===== src/rtl/ctrl_pipe_pkg.sv =====
// Shared types and constants for the ctrl_pipe control-word pipeline.
// The optional MDU sequencer is enabled by defining CTRL_PIPE_MDU_EN.
package ctrl_pipe_pkg;

   localparam int CW_DEF = 12;

   localparam int STG_E = 0;
   localparam int STG_M = 1;
   localparam int STG_W = 2;

   typedef enum logic [1:0] {
      IDLE = 2'd0,
      BUSY = 2'd1,
      DONE = 2'd2
   } mdu_state_t;

endpackage


===== src/rtl/ctrl_stage_reg.sv =====
// One pipeline stage register: flush, hold, bubble insertion or load from upstream.
// Used by ctrl_pipe for every stage; the MDU flag is carried whether or not CTRL_PIPE_MDU_EN is set.
module ctrl_stage_reg
   import ctrl_pipe_pkg::*;
#(
   parameter int CW = CW_DEF
) (
   input  logic          clk,
   input  logic          reset,
   input  logic          flush,
   input  logic          hold,
   input  logic          bubble,
   input  logic [CW-1:0] src_ctrl,
   input  logic          src_valid,
   input  logic          src_mdu,
   output logic [CW-1:0] ctrl,
   output logic          valid,
   output logic          mdu
);

   // NOTE: state registers use non-blocking assignments so every stage samples
   // its neighbour's pre-edge value; blocking here would collapse the pipeline.
   always_ff @(posedge clk) begin
      if (reset || flush) begin
         ctrl  <= '0;
         valid <= 1'b0;
         mdu   <= 1'b0;
      end else if (!hold) begin
         // An invalid source is a bubble too, so junk control never travels.
         if (bubble || !src_valid) begin
            ctrl  <= '0;
            valid <= 1'b0;
            mdu   <= 1'b0;
         end else begin
            ctrl  <= src_ctrl;
            valid <= 1'b1;
            mdu   <= src_mdu;
         end
      end
   end

endmodule


===== src/rtl/ctrl_pipe.sv =====
// Control-word pipeline D -> E..W with per-stage stall/flush and upstream hold propagation.
// Define CTRL_PIPE_MDU_EN to build the MDU sequencer that pins mult/div ops in E for MDU_LAT cycles.
module ctrl_pipe
   import ctrl_pipe_pkg::*;
#(
   parameter int CW      = CW_DEF,
   parameter int STAGES  = 3,
   parameter int MDU_LAT = 4
) (
   input  logic                 clk,
   input  logic                 reset,
   input  logic [CW-1:0]        ctrlD,
   input  logic                 validD,
   input  logic                 mduD,
   input  logic [STAGES-1:0]    stall,
   input  logic [STAGES-1:0]    flush,
   output logic [STAGES*CW-1:0] ctrl_o,
   output logic [STAGES-1:0]    valid_o,
   output logic                 stall_req,
   output logic                 mdu_start,
   output logic                 mdu_busy
);

   logic [CW-1:0]     ctrl_q [STAGES];
   logic [STAGES-1:0] valid_q;
   logic [STAGES-1:0] mdu_q;
   logic [STAGES:0]   hold;
   logic              mdu_stall;
   logic              mdu_src;
   logic              unused_tail;

   // A stalled stage freezes everything upstream of it.
   always_comb begin
      hold = '0;
      for (int s = STAGES - 1; s >= 0; s--) hold[s] = stall[s] | hold[s+1];
      hold[STG_E] = hold[STG_E] | mdu_stall;
   end

   for (genvar s = 0; s < STAGES; s++) begin : g_stage
      logic [CW-1:0] src_ctrl;
      logic          src_valid;
      logic          src_mdu;
      logic          bubble;

      if (s == 0) begin : g_head
         assign src_ctrl  = ctrlD;
         assign src_valid = validD;
         assign src_mdu   = mdu_src;
         assign bubble    = 1'b0;
      end else begin : g_body
         assign src_ctrl  = ctrl_q[s-1];
         assign src_valid = valid_q[s-1];
         assign src_mdu   = mdu_q[s-1];
         assign bubble    = hold[s-1];
      end

      ctrl_stage_reg #(.CW(CW)) u_reg (
         .clk       (clk),
         .reset     (reset),
         .flush     (flush[s]),
         .hold      (hold[s]),
         .bubble    (bubble),
         .src_ctrl  (src_ctrl),
         .src_valid (src_valid),
         .src_mdu   (src_mdu),
         .ctrl      (ctrl_q[s]),
         .valid     (valid_q[s]),
         .mdu       (mdu_q[s])
      );

      assign ctrl_o[s*CW +: CW] = ctrl_q[s];
   end

   assign valid_o     = valid_q;
   assign stall_req   = hold[STG_E];
   assign unused_tail = mdu_q[STAGES-1];

`ifdef CTRL_PIPE_MDU_EN
   localparam int CNT_W      = (MDU_LAT > 2) ? $clog2(MDU_LAT) : 1;
   localparam int CNT_INIT_I = (MDU_LAT > 1) ? MDU_LAT - 2 : 0;
   localparam logic [CNT_W-1:0] CNT_INIT = CNT_W'(CNT_INIT_I);
   localparam bit MULTI = (MDU_LAT > 1);

   mdu_state_t       state, state_nx;
   logic [CNT_W-1:0] cnt, cnt_nx;
   logic             mdu_op;

   assign mdu_src   = mduD;
   assign mdu_op    = valid_q[STG_E] & mdu_q[STG_E];
   assign mdu_stall = mdu_op && MULTI && (state == IDLE || (state == BUSY && cnt != '0));
   assign mdu_busy  = (state == BUSY);

   always_ff @(posedge clk) begin
      if (reset) begin
         state <= IDLE;
         cnt   <= '0;
      end else begin
         state <= state_nx;
         cnt   <= cnt_nx;
      end
   end

   // NOTE: every output of this block gets a default first, so no path leaves
   // a signal unassigned and no latch is inferred.
   always_comb begin
      state_nx  = state;
      cnt_nx    = cnt;
      mdu_start = 1'b0;
      case (state)
         IDLE: begin
            if (mdu_op) begin
               mdu_start = 1'b1;
               if (MULTI) begin
                  state_nx = BUSY;
                  cnt_nx   = CNT_INIT;
               end else if (hold[STG_E]) begin
                  // Single-cycle op held externally: park so start does not re-fire.
                  state_nx = DONE;
               end
            end
         end
         BUSY: begin
            if (cnt != '0) cnt_nx = cnt - CNT_W'(1);
            else           state_nx = hold[STG_E] ? DONE : IDLE;
         end
         DONE: begin
            if (!hold[STG_E]) state_nx = IDLE;
         end
         default: state_nx = IDLE;
      endcase
      if (flush[STG_E]) begin
         state_nx = IDLE;
         cnt_nx   = '0;
      end
   end
`else
   logic unused_mdu;

   assign unused_mdu = mduD;
   assign mdu_src    = 1'b0;
   assign mdu_stall  = 1'b0;
   assign mdu_start  = 1'b0;
   assign mdu_busy   = 1'b0;
`endif

endmodule


===== config.mk =====
export PLATFORM = sky130hd
export DESIGN_NAME = ctrl_pipe
export DESIGN_NICKNAME = d
export VERILOG_FILES = /design/src/rtl/ctrl_pipe_pkg.sv /design/src/rtl/ctrl_stage_reg.sv /design/src/rtl/ctrl_pipe.sv
export SDC_FILE = /design/constraint.sdc
export NUM_CORES = 1
export LEC_CHECK = 0
export BUFFER_PORTS_ARGS = -buffer_cell sky130_fd_sc_hd__buf_4
export CAP_MARGIN = 20
export CORE_MARGIN = 10
export CORE_UTILIZATION = 48
export DETAILED_ROUTE_END_ITERATION = 10
export GPL_ROUTABILITY_DRIVEN = 0
export PLACE_DENSITY = 0.83
export SETUP_SLACK_MARGIN = 0.5
export SLEW_MARGIN = 20
export SYNTH_ARGS = -nofsm -noshare
export SYNTH_HDL_FRONTEND = slang
export SYNTH_SLANG_ARGS = --single-unit

===== constraint.sdc =====
create_clock -name clk -period 2.8 [get_ports clk]
set_input_delay 0.56 -clock clk [delete_from_list [all_inputs] [get_ports clk]]
set_output_delay 0.56 -clock clk [all_outputs]
set_load 0.05 [all_outputs]

-- After elaboration in Yosys (flattened, before gate mapping)
Index checks and enable logic that the tools add are counted.
- bits in registers: 39
- input bits: 22
- output and inout port bits: 42
- logic and storage cells: 21
- muxes and demuxes: 6
- bitwise operators: 2
- reductions and logical operators: 7
- operator list (operator ; count):
    2-to-1 mux 12 bit ; 3
    logical OR 1 bit ; 5
    2-to-1 mux 1 bit ; 3
    zero test 1 bit ; 2
    bitwise OR 1 bit ; 2

-- Longest topological paths before layout
- depth in word-level cells: 4
- depth in mapped cells: 5
- depth with buffers taken out: 4

-- Hierarchy
From an unflattened synthesis, not the netlist that was laid out.
- cells, all modules: 112
- area total of the unflattened synthesis: 1536.5 um^2
- by module, submodules not included (module ; instances ; cells an instance ; area an instance (um^2) ; seq. area each (um^2)):
    ctrl_stage_reg ; 3 ; 35 ; 496.7 ; 280.3
    ctrl_pipe ; 1 ; 7 ; 46.3 ; 0.0

-- Worst setup path before layout
No wires, ideal clock.
- kind: input-to-output
- from: input stall[1]
- to: output stall_req
- arrival time: 1329 ps
- required time: 2240 ps
- slack: 911 ps
- cell stages on the path: 3
- path buffers: 1
- cell sequence: nor3_4 inv_2 clkbuf_1
- longest elaborated chain between the ends: 2
- RTL lines (what ; line ; text):
    from (decl) ; ctrl_pipe.sv:15 ; input logic [STAGES-1:0] stall,
    bitwise OR 1 bit (2 in series) ; ctrl_pipe.sv:35 ; for (int s = STAGES - 1; s >= 0; s--) hold[s] = stall[s] | hold[s+1];
    to (decl) ; ctrl_pipe.sv:19 ; output logic stall_req,
Every way passes these cells.

-- Worst setup path in the final report
- from: input stall[2]
- to: output stall_req
Same word-level chain as after synthesis.

==> out/metrics.csv <==
stage,metric,value,unit
drt,Total Wirelength,3780,microns
drt,TritonRoute pass-1 iters,4,
clock_tree,CTS tree,built,
critical_path,"Data required, critical path",2240,ps
drt,# DRC,0,
timing,crit path time final,2030,ps
power,Leak,0.800,nW
global_route,vias in the first global route,1190,
die,die width,73.1,microns
layout,register area,781,sq um
synth,register area share after synthesis,57.8,%
synth,xor and xnor fraction of the mapped netlist area,0,%
synth,Simple-Gate Fraction of Synth Area,14.3,%
global_route,met1 Use GR,15.2,%
synth,mapped cell area,1350,sq um
power,worst vdd ir,0.412,mV
drt,vias per cell,5.50,
die,die area,5340,sq um
drt,post-DR wirelength/cell,17.4,microns
global_route,met3 usage,4.76,%
clock_tree,H-tree levels,2,
critical_path,CP Max Fanout,15,
global_route,Tot GR Track Use,13.8,%
synth,Synth cell types,20,
die,cell row count,19,
outcome,status,"finished, final reports clean",
global_route,gr ovfl total,0,
die,core area,2730,sq um
timing,Fmax,0.494,GHz
power,PD cells,492,nW/um^2
layout,post-route design area,1840,sq um
hold_path,hold depth,2,
clock_tree,Hold Buf Count CTS,0,
drt,post-route ant nets,0,
layout,final net count,209,
global_route,first-pass GRT wire length,5840,microns
synth,mux cell area share after synthesis,0,%
critical_path,Worst EP arrival,1470,ps
layout,area grow syn2layout,36.2,%
global_route,initial antenna violation count,0,
synth,Adder-Cell Fraction of Synth Area,0,%
layout,Final Non-Filler Cells,218,
placed_design,Placed Instances,211,
synth,synthesized flop and latch total,39,
hold_path,hold_sp,flush[2],
clock_tree,total CTS buffers,5,
hold_path,Min-Delay Path Class,input port to flop,
timing,PnR worst setup slack,774,ps
drt,Iteration-0 DRC Markers,79,
placed_design,Post-DP Area,1780,sq um
timing,Slew @ Worst Pin,649,ps
critical_path,worst r2r src,g_stage[0].u_reg.valid$_SDFFE_PP0N_,
clock_tree,clock root cell,clkbuf_4,
die,IO Pins,64,
timing,Final Max Slew Viols,0,
global_route,met2 Usage GRT,22.9,%
critical_path,Reg2Reg Depth,2,
placed_design,Place WS,654,ps
critical_path,Worst R2R End,g_stage[1].u_reg.ctrl[0]$_SDFFE_PP0N_,
layout,share of layout cells above drive strength 1,39.0,%
hold_path,Worst Hold End,g_stage[2].u_reg.valid$_SDFFE_PP0N_,
clock_tree,"CTS clk-pin slew, worst paths",100,ps
synth,"Warnings, synthesis",0,
critical_path,R2R setup slack,1540,ps
drt,total number of vias,1198,
global_route,largest net degree at the start of global routing,16,
timing,period utilization,72.3,%
critical_path,crit path launch,stall[2],
job,max-cap violations,0,
placed_design,IO Port Bufs,60,
timing,# setup viols final,0,
timing,Rel. slew slack,56.5,%
global_route,"Most Used Layer, Global Route",met2,
layout,number of diodes,0,
synth,Synth Area in Compound Gates,21.9,%
timing,final hold vios,0,
critical_path,critical path class,input port to output port,
clock_tree,postcts setup bufs,0,
clock_tree,clk buf depth,2,
timing,RSZ-0062 raised after global routing,false,
synth,combinational family with the most area after synthesis,compound AO/OA/AOI/OAI gates,
timing,Worst Skew,6.66,ps
timing,setup_tns,0,ps
critical_path,crit end category,output port,
clock_tree,clk_lat worst skew,320,ps
synth,Syn Inst Count,130,
layout,area of the multi-input gates,495,sq um
die,die height,73.1,microns
clock_tree,clock sinks,39,
die,initial core utilization,49.4,%
synth,Syn Area/Cell,10.4,sq um
clock_tree,number of gates resized after cts,0,
critical_path,Worst Setup Start Kind,input port,
layout,filler cell count,201,
==> cells in the final DEF (no fill, tap or decap), types with 2 or more instances in the layout <==
cell type / netlist / final
a21oi_1: 13 / 13
dfxtp_1: 39 / 39
a22o_1: 24 / 24
nor2_1: 2 / 2
buf_4: 5 / 62
nand3_1: 12 / 12
conb_1: 1 / 2
nand2_1: 15 / 15
nor3_1: 2 / 2
clkbuf_4: 0 / 5
==> cells by family (layout without fill, tap and decap cells) <==
group | count (synthesis) | count (layout)
AND/OR/NAND/NOR | 36 | 36
other | 1 | 2
buffers and inverters | 14 | 70
AO/OA/AOI/OAI | 40 | 40
flip-flops | 39 | 39
==> power breakdown <==
| part | total [mW] | internal [mW] | leakage, nW | switching, mW |
|---|---|---|---|---|
| Sequential | 0.557 | 0.556 | 0.314 | 0.00140 |
| Combinational | 0.0680 | 0.0267 | 0.452 | 0.0413 |
| Clock | 0.281 | 0.117 | 0.0341 | 0.165 |
==> cells in the mapped netlist, drive strengths merged <==
| library cell | count | area share, % |
|---|---|---|
| nor3 | 3 | 1.9 |
| and3 | 1 | 0.46 |
| inv | 1 | 0.28 |
| clkbuf | 7 | 1.9 |
| a21oi | 13 | 4.8 |
| and2 | 1 | 0.46 |
| a22oi | 1 | 0.56 |
| conb | 1 | 0.28 |
| o21ai | 1 | 0.37 |
| dfxtp | 39 | 58 |
| nor4b | 1 | 1.8 |
| buf | 6 | 3.6 |
| nand3 | 12 | 4.4 |
| a211oi | 1 | 0.56 |
| a22o | 24 | 16 |
| nor2 | 2 | 0.56 |
| nand2 | 15 | 4.2 |
| or2 | 1 | 0.46 |
==> sequential cells by signal, summed over array words and instances, names as in the netlist <==
name and flops:
g_stage.u_reg.ctrl 36, g_stage.u_reg.valid 3
==> cell type report <==
class	instances	area share (%)
tap	31	2.11
timing repair buffer	62	25.3
clock inverter	1	0.272
inverter	1	0.204
clock buffer	6	2.79
sequential	39	42.4
multi-input combinational	78	26.9
==> worst max-delay path, stage by stage <==
cell and delay [ps]:
buf_4 130, nor3_4 160, buf_4 220, inv_2 160
buf_4 230
==> worst max-delay path by stage <==
stage / end / slack [ps] / depth (start not counted)
4_1_cts: stall_req / 790 / 5
3_5_place_dp: g_stage[1].u_reg.ctrl[3]$_SDFFE_PP0N_ / 650 / 6
6_report: stall_req / 770 / 5
5_1_grt: stall_req / 720 / 5
3_3_place_gp: g_stage[1].u_reg.ctrl[0]$_SDFFE_PP0N_ / 690 / 6
2_1_floorplan: stall_req / 910 / 3
==> metrics by stage <==
step	util (%)	hold WS, ps	total power, mW
after floorplan	-	459	0.604
final	67.3	404	0.906
after global placement	65.3	458	0.636
after global routing	67.3	397	0.939
after CTS	67.3	393	0.913
after detailed placement	65.3	467	0.638
==> routing by layer <==
metal | routed length (microns) | vias to the layer above
met4 | 63 | 0
met2 | 2000 | 42
met1 | 1460 | 568
met3 | 256 | 6
met5 | 0 | -
li1 | - | 582
Power figures use the tool's default switching activity.
